### config.mk
export PLATFORM = sky130hd
export DESIGN_NAME = ysyx_22050854_exu_seq
export DESIGN_NICKNAME = d
export VERILOG_FILES = /design/src/rtl/ysyx_22050854_pkg.sv /design/src/rtl/ysyx_22050854_exu_sel_dec.sv /design/src/rtl/ysyx_22050854_exu_seq.sv
export SDC_FILE = /design/constraint.sdc
export NUM_CORES = 1
export LEC_CHECK = 0
export CAP_MARGIN = 40
export CORE_ASPECT_RATIO = 0.8
export CORE_MARGIN = 2
export CORE_UTILIZATION = 45
export CTS_CLUSTER_DIAMETER = 50
export CTS_CLUSTER_SIZE = 40
export DETAILED_ROUTE_END_ITERATION = 10
export GPL_TIMING_DRIVEN = 0
export PLACE_DENSITY_LB_ADDON = 0.2
export SETUP_SLACK_MARGIN = 0.3
export SLEW_MARGIN = 20
export SYNTH_ARGS = -nofsm -noshare
export SYNTH_HDL_FRONTEND = slang
export SYNTH_SLANG_ARGS = --single-unit
### constraint.sdc
create_clock -name clk_i -period 1.7 [get_ports clk_i]
set_input_delay 0.255 -clock clk_i [delete_from_list [all_inputs] [get_ports clk_i]]
set_output_delay 0.255 -clock clk_i [all_outputs]
set_load 0.02 [all_outputs]
### src/rtl/ysyx_22050854_pkg.sv
// ---------------------------------------------------------------------------
// ysyx_22050854_pkg
// Shared definitions for the execute-stage sequencer of the RV64 core:
//   - op-class encodings presented by ID on in_opc_i
//   - ALUsrc1 / ALUsrc2 operand-select encodings
//   - sequencer FSM state enumeration
// ---------------------------------------------------------------------------
package ysyx_22050854_pkg;

    // Op classes delivered by the decoder
    localparam logic [2:0] OPC_OP    = 3'd0;
    localparam logic [2:0] OPC_OPIMM = 3'd1;
    localparam logic [2:0] OPC_AUIPC = 3'd2;
    localparam logic [2:0] OPC_JUMP  = 3'd3;
    localparam logic [2:0] OPC_LDST  = 3'd4;
    localparam logic [2:0] OPC_MUL   = 3'd5;
    localparam logic [2:0] OPC_DIV   = 3'd6;
    localparam logic [2:0] OPC_ILL   = 3'd7;

    // First ALU operand: register source or program counter
    localparam logic SRC1_RS1 = 1'b0;
    localparam logic SRC1_PC  = 1'b1;

    // Second ALU operand: register, immediate or the link constant 4.
    // Encoding 2'b11 is reserved and never produced.
    localparam logic [1:0] SRC2_RS2  = 2'b00;
    localparam logic [1:0] SRC2_IMM  = 2'b01;
    localparam logic [1:0] SRC2_FOUR = 2'b10;

    // Sequencer states
    typedef enum logic [1:0] {
        S_IDLE = 2'd0,
        S_REQ  = 2'd1,
        S_WAIT = 2'd2,
        S_DONE = 2'd3
    } exu_state_e;

endpackage

### src/rtl/ysyx_22050854_exu_sel_dec.sv
// ---------------------------------------------------------------------------
// ysyx_22050854_exu_sel_dec
// Purely combinational op-class decoder for the execute sequencer.
// Ports:
//   opc_i     in  3  op class from ID
//   src1_o    out 1  ALUsrc1 select (0 = rs1, 1 = pc)
//   src2_o    out 2  ALUsrc2 select (00 = rs2, 01 = imm, 10 = const 4)
//   isMdu_o   out 1  op must go to the shared MUL/DIV unit
//   isDiv_o   out 1  MUL/DIV op is a divide
//   isIll_o   out 1  illegal op class
// ---------------------------------------------------------------------------
module ysyx_22050854_exu_sel_dec
    import ysyx_22050854_pkg::*;
(
    input  logic [2:0] opc_i,
    output logic       src1_o,
    output logic [1:0] src2_o,
    output logic       isMdu_o,
    output logic       isDiv_o,
    output logic       isIll_o
);

    // Map each op class onto its operand selects and routing flags.
    // MUL/DIV and illegal ops use the neutral rs1/rs2 selects.
    always_comb begin
        src1_o  = SRC1_RS1;
        src2_o  = SRC2_RS2;
        isMdu_o = 1'b0;
        isDiv_o = 1'b0;
        isIll_o = 1'b0;
        case (opc_i)
            OPC_OP: begin
                src1_o = SRC1_RS1;
                src2_o = SRC2_RS2;
            end
            OPC_OPIMM: begin
                src1_o = SRC1_RS1;
                src2_o = SRC2_IMM;
            end
            OPC_AUIPC: begin
                src1_o = SRC1_PC;
                src2_o = SRC2_IMM;
            end
            OPC_JUMP: begin
                src1_o = SRC1_PC;
                src2_o = SRC2_FOUR;
            end
            OPC_LDST: begin
                src1_o = SRC1_RS1;
                src2_o = SRC2_IMM;
            end
            OPC_MUL: begin
                isMdu_o = 1'b1;
            end
            OPC_DIV: begin
                isMdu_o = 1'b1;
                isDiv_o = 1'b1;
            end
            default: begin
                isIll_o = 1'b1;
            end
        endcase
    end

endmodule

### src/rtl/ysyx_22050854_exu_seq.sv
// ---------------------------------------------------------------------------
// ysyx_22050854_exu_seq
// Execute-stage sequencer. Accepts one decoded op from ID, registers the ALU
// operand selects, completes ALU ops in one cycle and hands MUL/DIV ops to the
// shared iterative unit, waiting for its done pulse (with a timeout guard).
// Ports:
//   clk_i, rst_i               clock (rising edge), async active-high reset
//   in_valid_i / in_ready_o    ID handshake
//   in_opc_i                   op class (see ysyx_22050854_pkg)
//   flush_i                    kill in-flight op (redirect / trap)
//   ALUsrc1_o, ALUsrc2_o       operand selects, held until next accept
//   mdu_valid_o / mdu_ready_i  request handshake to the MUL/DIV unit
//   mdu_is_div_o               0 = mul, 1 = div
//   mdu_done_i                 single-cycle result pulse from MUL/DIV unit
//   mdu_kill_o                 single-cycle abort pulse to MUL/DIV unit
//   out_valid_o / out_ready_i  handshake towards the next stage
//   err_illegal_o              sticky: illegal op class accepted
//   err_timeout_o              sticky: MUL/DIV unit exceeded MDU_TIMEOUT
// ---------------------------------------------------------------------------
module ysyx_22050854_exu_seq
    import ysyx_22050854_pkg::*;
#(
    parameter int MDU_TIMEOUT = 64,
    parameter int CNT_W       = 7
) (
    input  logic       clk_i,
    input  logic       rst_i,
    input  logic       in_valid_i,
    output logic       in_ready_o,
    input  logic [2:0] in_opc_i,
    input  logic       flush_i,
    output logic       ALUsrc1_o,
    output logic [1:0] ALUsrc2_o,
    output logic       mdu_valid_o,
    input  logic       mdu_ready_i,
    output logic       mdu_is_div_o,
    input  logic       mdu_done_i,
    output logic       mdu_kill_o,
    output logic       out_valid_o,
    input  logic       out_ready_i,
    output logic       err_illegal_o,
    output logic       err_timeout_o
);

    exu_state_e       state_q, state_d;
    logic             src1_q;
    logic [1:0]       src2_q;
    logic             isDiv_q;
    logic             kill_q, kill_d;
    logic             errIllegal_q;
    logic             errTimeout_q, errTimeout_d;
    logic [CNT_W-1:0] waitCnt_q, waitCnt_d;

    logic             decSrc1;
    logic [1:0]       decSrc2;
    logic             decIsMdu;
    logic             decIsDiv;
    logic             decIsIll;
    logic             accept;
    logic             timeoutHit;
    exu_state_e       acceptState;

    ysyx_22050854_exu_sel_dec u_sel_dec (
        .opc_i   (in_opc_i),
        .src1_o  (decSrc1),
        .src2_o  (decSrc2),
        .isMdu_o (decIsMdu),
        .isDiv_o (decIsDiv),
        .isIll_o (decIsIll)
    );

    // Handshake towards ID. A new op can enter when idle, or when the current
    // result is leaving this very cycle; a flush blocks any accept.
    always_comb begin
        in_ready_o  = ~flush_i & ((state_q == S_IDLE) |
                                  ((state_q == S_DONE) & out_ready_i));
        accept      = in_valid_i & in_ready_o;
        timeoutHit  = (waitCnt_q == CNT_W'(MDU_TIMEOUT - 1));
        acceptState = decIsMdu ? S_REQ : S_DONE;
    end

    // Next-state logic. Flush wins over everything; it only kills the MUL/DIV
    // unit when the unit actually owns the request (already waiting, or taking
    // it in this same cycle).
    always_comb begin
        state_d      = state_q;
        kill_d       = 1'b0;
        errTimeout_d = errTimeout_q;
        waitCnt_d    = (state_q == S_WAIT) ? (waitCnt_q + CNT_W'(1)) : '0;
        if (flush_i) begin
            state_d = S_IDLE;
            kill_d  = (state_q == S_WAIT) | ((state_q == S_REQ) & mdu_ready_i);
        end else begin
            case (state_q)
                S_IDLE: begin
                    if (accept) begin
                        state_d = acceptState;
                    end
                end
                S_REQ: begin
                    if (mdu_ready_i) begin
                        state_d = S_WAIT;
                    end
                end
                S_WAIT: begin
                    if (mdu_done_i) begin
                        state_d = S_DONE;
                    end else if (timeoutHit) begin
                        state_d      = S_DONE;
                        errTimeout_d = 1'b1;
                    end
                end
                S_DONE: begin
                    if (out_ready_i) begin
                        state_d = accept ? acceptState : S_IDLE;
                    end
                end
                default: begin
                    state_d = S_IDLE;
                end
            endcase
        end
    end

    // State, counter and sticky error registers.
    always_ff @(posedge clk_i or posedge rst_i) begin
        if (rst_i) begin
            state_q      <= S_IDLE;
            kill_q       <= 1'b0;
            errTimeout_q <= 1'b0;
            waitCnt_q    <= '0;
        end else begin
            state_q      <= state_d;
            kill_q       <= kill_d;
            errTimeout_q <= errTimeout_d;
            waitCnt_q    <= waitCnt_d;
        end
    end

    // Operand selects and the mul/div flag are captured only on accept, so
    // they stay constant for the whole life of the op, flush included.
    always_ff @(posedge clk_i or posedge rst_i) begin
        if (rst_i) begin
            src1_q       <= SRC1_RS1;
            src2_q       <= SRC2_RS2;
            isDiv_q      <= 1'b0;
            errIllegal_q <= 1'b0;
        end else if (accept) begin
            src1_q  <= decSrc1;
            src2_q  <= decSrc2;
            isDiv_q <= decIsDiv;
            if (decIsIll) begin
                errIllegal_q <= 1'b1;
            end
        end
    end

    // Moore-style outputs decoded from the state register.
    always_comb begin
        ALUsrc1_o     = src1_q;
        ALUsrc2_o     = src2_q;
        mdu_valid_o   = (state_q == S_REQ);
        mdu_is_div_o  = isDiv_q;
        mdu_kill_o    = kill_q;
        out_valid_o   = (state_q == S_DONE);
        err_illegal_o = errIllegal_q;
        err_timeout_o = errTimeout_q;
    end

endmodule

==> flow_summary.json, run 1 <==
{
  "post-place-ws_ns": -0.286,
  "cts.sinks": 16,
  "ys_seq_elements": 16,
  "post_drt_via_cell_ratio": 5.33,
  "critical_path.cell_chain": "buf_12, nor2_4, nor2_1, nor2_1, buf_4",
  "synth_nets": 95,
  "drcViolationCount": 0,
  "end_kind": "output port",
  "whs_ns": 0.256,
  "cts_tree": "yes",
  "vias": 703,
  "cts_buffers": 3,
  "fmax_mhz": 663,
  "synth_cell_type_count": 30,
  "crit_arrival_ns": 1.25,
  "globalplace.congestion": 0.730,
  "initial_core_util_pct": 48.7,
  "required_ns": 1.44,
  "antenna_found_initial": 0,
  "n_antenna_cell": 0,
  "worstSetupPathType": "register to output port",
  "hold_path_class": "input port to register",
  "worst_ir_drop_vdd_uv": 986,
  "drv_slew": 0,
  "period_minus_slack_ns": 1.51,
  "critPathBufInv": 2,
  "slew_headroom_pct": 59.2,
  "leakage_nw": 0.544,
  "cpLargestDelayFamily": "flip-flops",
  "ys.flop_type": "dfrtp_1",
  "post_drt_wl_per_cell_um": 13.4,
  "synth_area_um2": 801,
  "overflow": 0,
  "worst_setup_path_start_kind": "register",
  "seq_area_frac_synth_pct": 50.0,
  "critPathLaunch": "state_q[0]$_DFFE_PP0P_",
  "dp_hpwl_um": 1140,
  "cp_max_fo": 5,
  "tightestPinTransition_ns": 0.611,
  "ctsLongestPathBuffers": 2,
  "grt_pass1_wl_um": 2730,
  "fin_crit_sh_pct": 88.7,
  "yosysWarningCount": 0,
  "syn2layout_area_growth_pct": 40.8,
  "grt_use_total_pct": 17.4,
  "setup_viol_count_final": 0,
  "drive_gt1_share_pct": 21.8,
  "yosysMostFrequentCell": "dfrtp_1",
  "status": "finished, final reports clean",
  "first_iter_violations": 11,
  "clk_pin_slew_ns": 0.09,
  "numPortBuffers": 18,
  "ios": 20,
  "fp.dieW_um": 51.2,
  "power_mw": 1.31,
  "synth_edf_count": 0,
  "synth_area_leader_cell": "dfrtp_1",
  "fp-row-count": 13,
  "grt_max_degree": 17,
  "power_density_mw_per_mm2": 1160,
  "die-area_mm2": 0.00214,
  "syn_inst": 84,
  "nNetsFinal": 122,
  "cpMostUsedCell": "nor2_1",
  "root_buffer": "clkbuf_4",
  "timing.final.ws_setup_ns": 0.192,
  "final-hold-violation-count": 0,
  "rr_startpoint": "state_q[0]$_DFFE_PP0P_",
  "yosys.area.top_type_share_pct": 50.0,
  "insertion_delay_ns": 0.28,
  "grt_pass1_vias": 624,
  "hp-start": "in_opc_i[1]",
  "cpMaxStageDelayCell": "dfrtp_2",
  "coreArea_mm2": 0.00164,
  "synth_area_leaders": "dfrtp_1, xor2_1, nand2_1",
  "synthArstFlopShare_pct": 100,
  "synth_common_cells": "dfrtp_1, nand2_1, nor2_1",
  "ant_nets": 0,
  "rsz0062_at_grt": "true",
  "skew_ns": 0.000992,
  "synth.avg_cell_area_um2": 9.53,
  "wl_um": 1770,
  "cts-htree-levels": 1,
  "maxCapViolCount": 0,
  "die_y_um": 41.7,
  "max_stage_delay_ns": 0.45,
  "first_pass_iters": 4
}
## placed cells by master (no fill, tap or decap), drive strengths merged, types with 2 or more instances in the layout
cell type      instances
dfrtp                 16
nand2                 11
nor2                  10
buf                    9
clkdlybuf4s50          7
dlygate4sd2            7
o21ai                  6
inv                    5
xor2                   5
nand3                  4
clkbuf                 4
and3                   3
nor2b                  2
o31ai                  2
nor3                   2
## metrics by stage
step                      TNS, ns  instances  area, µm²  util (%)
after floorplan                 0         84        801         -
after global placement     -0.285        124       1010      61.4
after detailed placement   -0.286        124       1010      61.4
after CTS                       0        128       1050      64.2
after global routing            0        132       1130      68.6
final                           0        132       1130      68.6
## power breakdown
group	total (mW)	internal [mW]	switching, mW
sequential	0.497	0.453	0.0440
combinational	0.556	0.255	0.300
clock	0.252	0.130	0.122
## flip-flops by register name (all words and copies together), names as in the netlist
name	cells
ALUsrc1_o	1
ALUsrc2_o	2
err_illegal_o	1
err_timeout_o	1
mdu_is_div_o	1
mdu_kill_o	1
state_q	2
waitCnt_q	7
## worst reg2reg max path, delay by kind of cell, from the launching register on
| family | cells | cell delay [ns] |
|---|---|---|
| AOI/OAI and AO/OA | 2 | 0.47 |
| DFF | 1 | 0.45 |
| and+or+nand+nor | 1 | 0.20 |
| buffers and inverters | 1 | 0.14 |
## path summary, 6_finish.rpt
| kind | cells past startpoint | slack, ns | endpoint |
|---|---|---|---|
| hold / removal | 3 | 0.26 | mdu_is_div_o$_DFFE_PP0P_ |
| min in group asynchronous | 2 | 0.34 | ALUsrc1_o$_DFFE_PP0P_ |
| setup reg to reg | 4 | 0.34 | state_q[0]$_DFFE_PP0P_ |
| hold reg to reg | 1 | 0.47 | err_timeout_o$_DFFE_PP0P_ |
| max in group asynchronous | 2 | 0.93 | state_q[0]$_DFFE_PP0P_ |
| setup / recovery | 5 | 0.19 | in_ready_o |
## kinds of logic after synthesis
family / after synthesis / synth area share (%)
adders and majority gates: 1 / 1.56
xor gates and xnor gates: 6 / 6.56
DFF: 16 / 50.0
and+or+nand+nor: 36 / 21.4
AOI/OAI and AO/OA: 18 / 16.9
buffers and inverters: 7 / 3.59
## layer usage
metal / part of all wire (%) / global-route usage [%] / wire (µm) / up-vias
li1: - / - / - / 343
met1: 45 / 22.7 / 790 / 332
met2: 49 / 27.0 / 862 / 26
met3: 6.0 / 6.47 / 106 / 2
met4: 0.68 / 4.86 / 12 / 0
met5: 0 / 0 / 0 / -
## area by class of cell
| cell class | count | area (µm²) |
|---|---|---|
| inverters | 5 | 18.8 |
| clock buffers | 4 | 36.3 |
| well taps | 22 | 27.5 |
| repair buffers | 22 | 223 |
| multi-input cells | 61 | 404 |
| fillers | 132 | 515 |
| plain buffers | 2 | 16.3 |
| flip-flops and latches | 16 | 402 |
## repair_timing
item	4_1_cts	5_1_grt
pin swaps	1	2
buffers inserted	0	4
gates resized for setup	30	4
hold buffers	0	0
endpoints found under the setup margin	10	5
Power figures use the tool's default switching activity.
==> inputs of run 2 (changes only) <==
- CAP_MARGIN: 40 -> default
- SYNTH_HIERARCHICAL: default -> 1
==> run 2 against run 1 <==
Net effect: via count fell by 4.8%; die area rose by 5.3%; worst hold slack improved by 0.081 ns; routed wire length rose by 0.96%; final area rose by 6.4%; clock-buffer cell count did not move; fmax barely moved.
==> flow_summary.json, run 2 <==
{
  "cp_max_fo": 8,
  "fp-row-count": 14,
  "hold_buffers": 0,
  "fin_crit_sh_pct": 88.7,
  "hold_path_class": "input port to asynchronous set/reset pin",
  "power_density_mw_per_mm2": 905,
  "synth_area_leader_cell": "dfrtp_1",
  "post_drt_wl_per_cell_um": 13.1,
  "drv_slew": 0,
  "fp.dieW_um": 52.5,
  "wl_um": 1790,
  "grt_pass1_wl_um": 2710,
  "worstSetupPathType": "register to output port",
  "worst_setup_path_start_kind": "register",
  "period_minus_slack_ns": 1.51,
  "fmax_mhz": 663,
  "final_common_cell": "dfrtp_1",
  "crit_arrival_ns": 1.25,
  "dp_hpwl_um": 1130,
  "die-area_mm2": 0.00225,
  "worst_ir_drop_vdd_uv": 646,
  "yosysMostFrequentCell": "dfrtp_1",
  "die_y_um": 42.8,
  "post-place-ws_ns": -0.278,
  "skew_ns": 0.00521,
  "final_cell_mix": "dfrtp_1, buf_4, nor2_1, clkdlybuf4s50_1, dlygate4sd2_1",
  "tightestPinTransition_ns": 0.624,
  "grt_max_degree": 17,
  "maxCapViolCount": 0,
  "cts-htree-levels": 1,
  "largest_reg_flops": 7,
  "synth_edf_count": 0,
  "power_mw": 1.09,
  "syn_inst": 82,
  "ios": 20,
  "n_antenna_cell": 0,
  "cts_buffers": 3,
  "synth_area_um2": 847,
  "nNetsFinal": 125,
  "overflow": 0,
  "timing.final.ws_setup_ns": 0.192,
  "ant_nets": 0,
  "status": "finished, final reports clean",
  "coreArea_mm2": 0.00182,
  "slew_headroom_pct": 58.4,
  "syn2layout_area_growth_pct": 41.7,
  "antenna_found_initial": 0,
  "ctsLongestPathBuffers": 2,
  "required_ns": 1.44,
  "first_iter_violations": 8,
  "cts_tree": "yes",
  "stdcell_area_mm2": 0.00120,
  "synth_nets": 93,
  "ys_seq_elements": 16,
  "end_kind": "output port",
  "root_buffer": "clkbuf_4",
  "ys.flop_type": "dfrtp_1",
  "post_drt_via_cell_ratio": 4.88,
  "vias": 669,
  "placed_area_mm2": 0.00107,
  "fin_util_pct": 65.9,
  "drive_gt1_share_pct": 28.3,
  "synth.avg_cell_area_um2": 10.3,
  "yosys.area.top_type_share_pct": 47.3,
  "cts.sinks": 16,
  "setup_viol_count_final": 0,
  "first_pass_iters": 4,
  "drcViolationCount": 0,
  "rsz0062_at_grt": "true",
  "num-fill-cells": 163,
  "grt_use_total_pct": 16.6,
  "initial_core_util_pct": 46.5,
  "synth_cell_type_count": 31,
  "synthArstFlopShare_pct": 100,
  "grt_pass1_vias": 647,
  "numPortBuffers": 19,
  "top_register": "waitCnt_q",
  "yosysWarningCount": 6,
  "seq_area_frac_synth_pct": 47.3,
  "tns_ns": 0,
  "final-hold-violation-count": 0,
  "clk_pin_slew_ns": 0.10,
  "synth_area_leaders": "dfrtp_1, mux2_1, xor2_1",
  "leakage_nw": 0.575,
  "synth_common_cells": "dfrtp_1, nor2_1, a21oi_1, inv_1",
  "insertion_delay_ns": 0.29,
  "globalplace.congestion": 0.719
}
[run 2: cell types whose count changed in the layout (fill, tap and decap cells not counted), sizes merged, moves of 2 or more]
cell   previous run  this run
a21oi             1         5
buf               9        13
mux2              0         4
nand2            11         4
nor3              2         0
o21a              0         2
o21ai             6         4
[run 2: timing repair]
item                       CTS  global route
setup endpoints to repair   15             8
resized for setup           32             4
setup buffers                2             6
pin swaps                    2             1
[run 2: cells by family after synthesis]
logic type,synth area share (%)
buffers and inverters,4.43
adders and majority gates,1.48
muxes,6.50
DFF,47.3
AOI/OAI and AO/OA,15.4
and+or+nand+nor,19.8
xor gates and xnor gates,5.17
[run 2: metal layers]
| layer | GRT usage [%] | wire length [µm] | vias to the layer above |
|---|---|---|---|
| li1 | - | - | 342 |
| met4 | 9.23 | 27 | 0 |
| met1 | 24.0 | 911 | 309 |
| met2 | 23.8 | 792 | 14 |
| met5 | 0 | 0 | - |
| met3 | 2.46 | 57 | 4 |
[run 2: power by group]
part	switching [mW]	internal (mW)	total (mW)
logic	0.188	0.190	0.378
registers	0.0245	0.428	0.452
clock network	0.125	0.130	0.256
total	0.338	0.748	1.09
[run 2: path summary, 6_finish.rpt]
check | startpoint | end | slack (ns) | cells after the start
worst max-delay path | state_q[0]$_DFFE_PP0P_ | in_ready_o | 0.19 | 5
worst min-delay path | rst_i | waitCnt_q[2]$_DFF_PP0_ | 0.34 | 2
worst max register to register | waitCnt_q[1]$_DFF_PP0_ | err_timeout_o$_DFFE_PP0P_ | 0.26 | 4
worst min register to register | err_timeout_o$_DFFE_PP0P_ | err_timeout_o$_DFFE_PP0P_ | 0.47 | 2
max in group asynchronous | rst_i | waitCnt_q[5]$_DFF_PP0_ | 0.96 | 2
min in group clk_i | out_ready_i | state_q[0]$_DFFE_PP0P_ | 0.46 | 3
[run 2: layout make-up]
type,count,area [µm²],share of cell area (%)
Timing Repair Buffer,27,236,19.7
Inverter,6,23.8,1.98
Buffer,3,26.3,2.19
Multi-Input combinational cell,57,447,37.2
Sequential cell,16,400,33.4
Clock buffer,4,36.3,3.02
Tap cell,24,30.0,2.50
[run 2: worst max-delay path: stages (launching register included)]
cell and delay (ns):
dfrtp_1 0.38, buf_6 0.13, and3_4 0.18, nor2_2 0.07, nor2_1 0.04, buf_4 0.16
[run 2: stage by stage]
step	instances	hold slack (ns)
2_1_floorplan	82	0.169
3_3_place_gp	125	0.446
3_5_place_dp	125	0.453
4_1_cts	131	0.352
5_1_grt	137	0.381
6_report	137	0.337
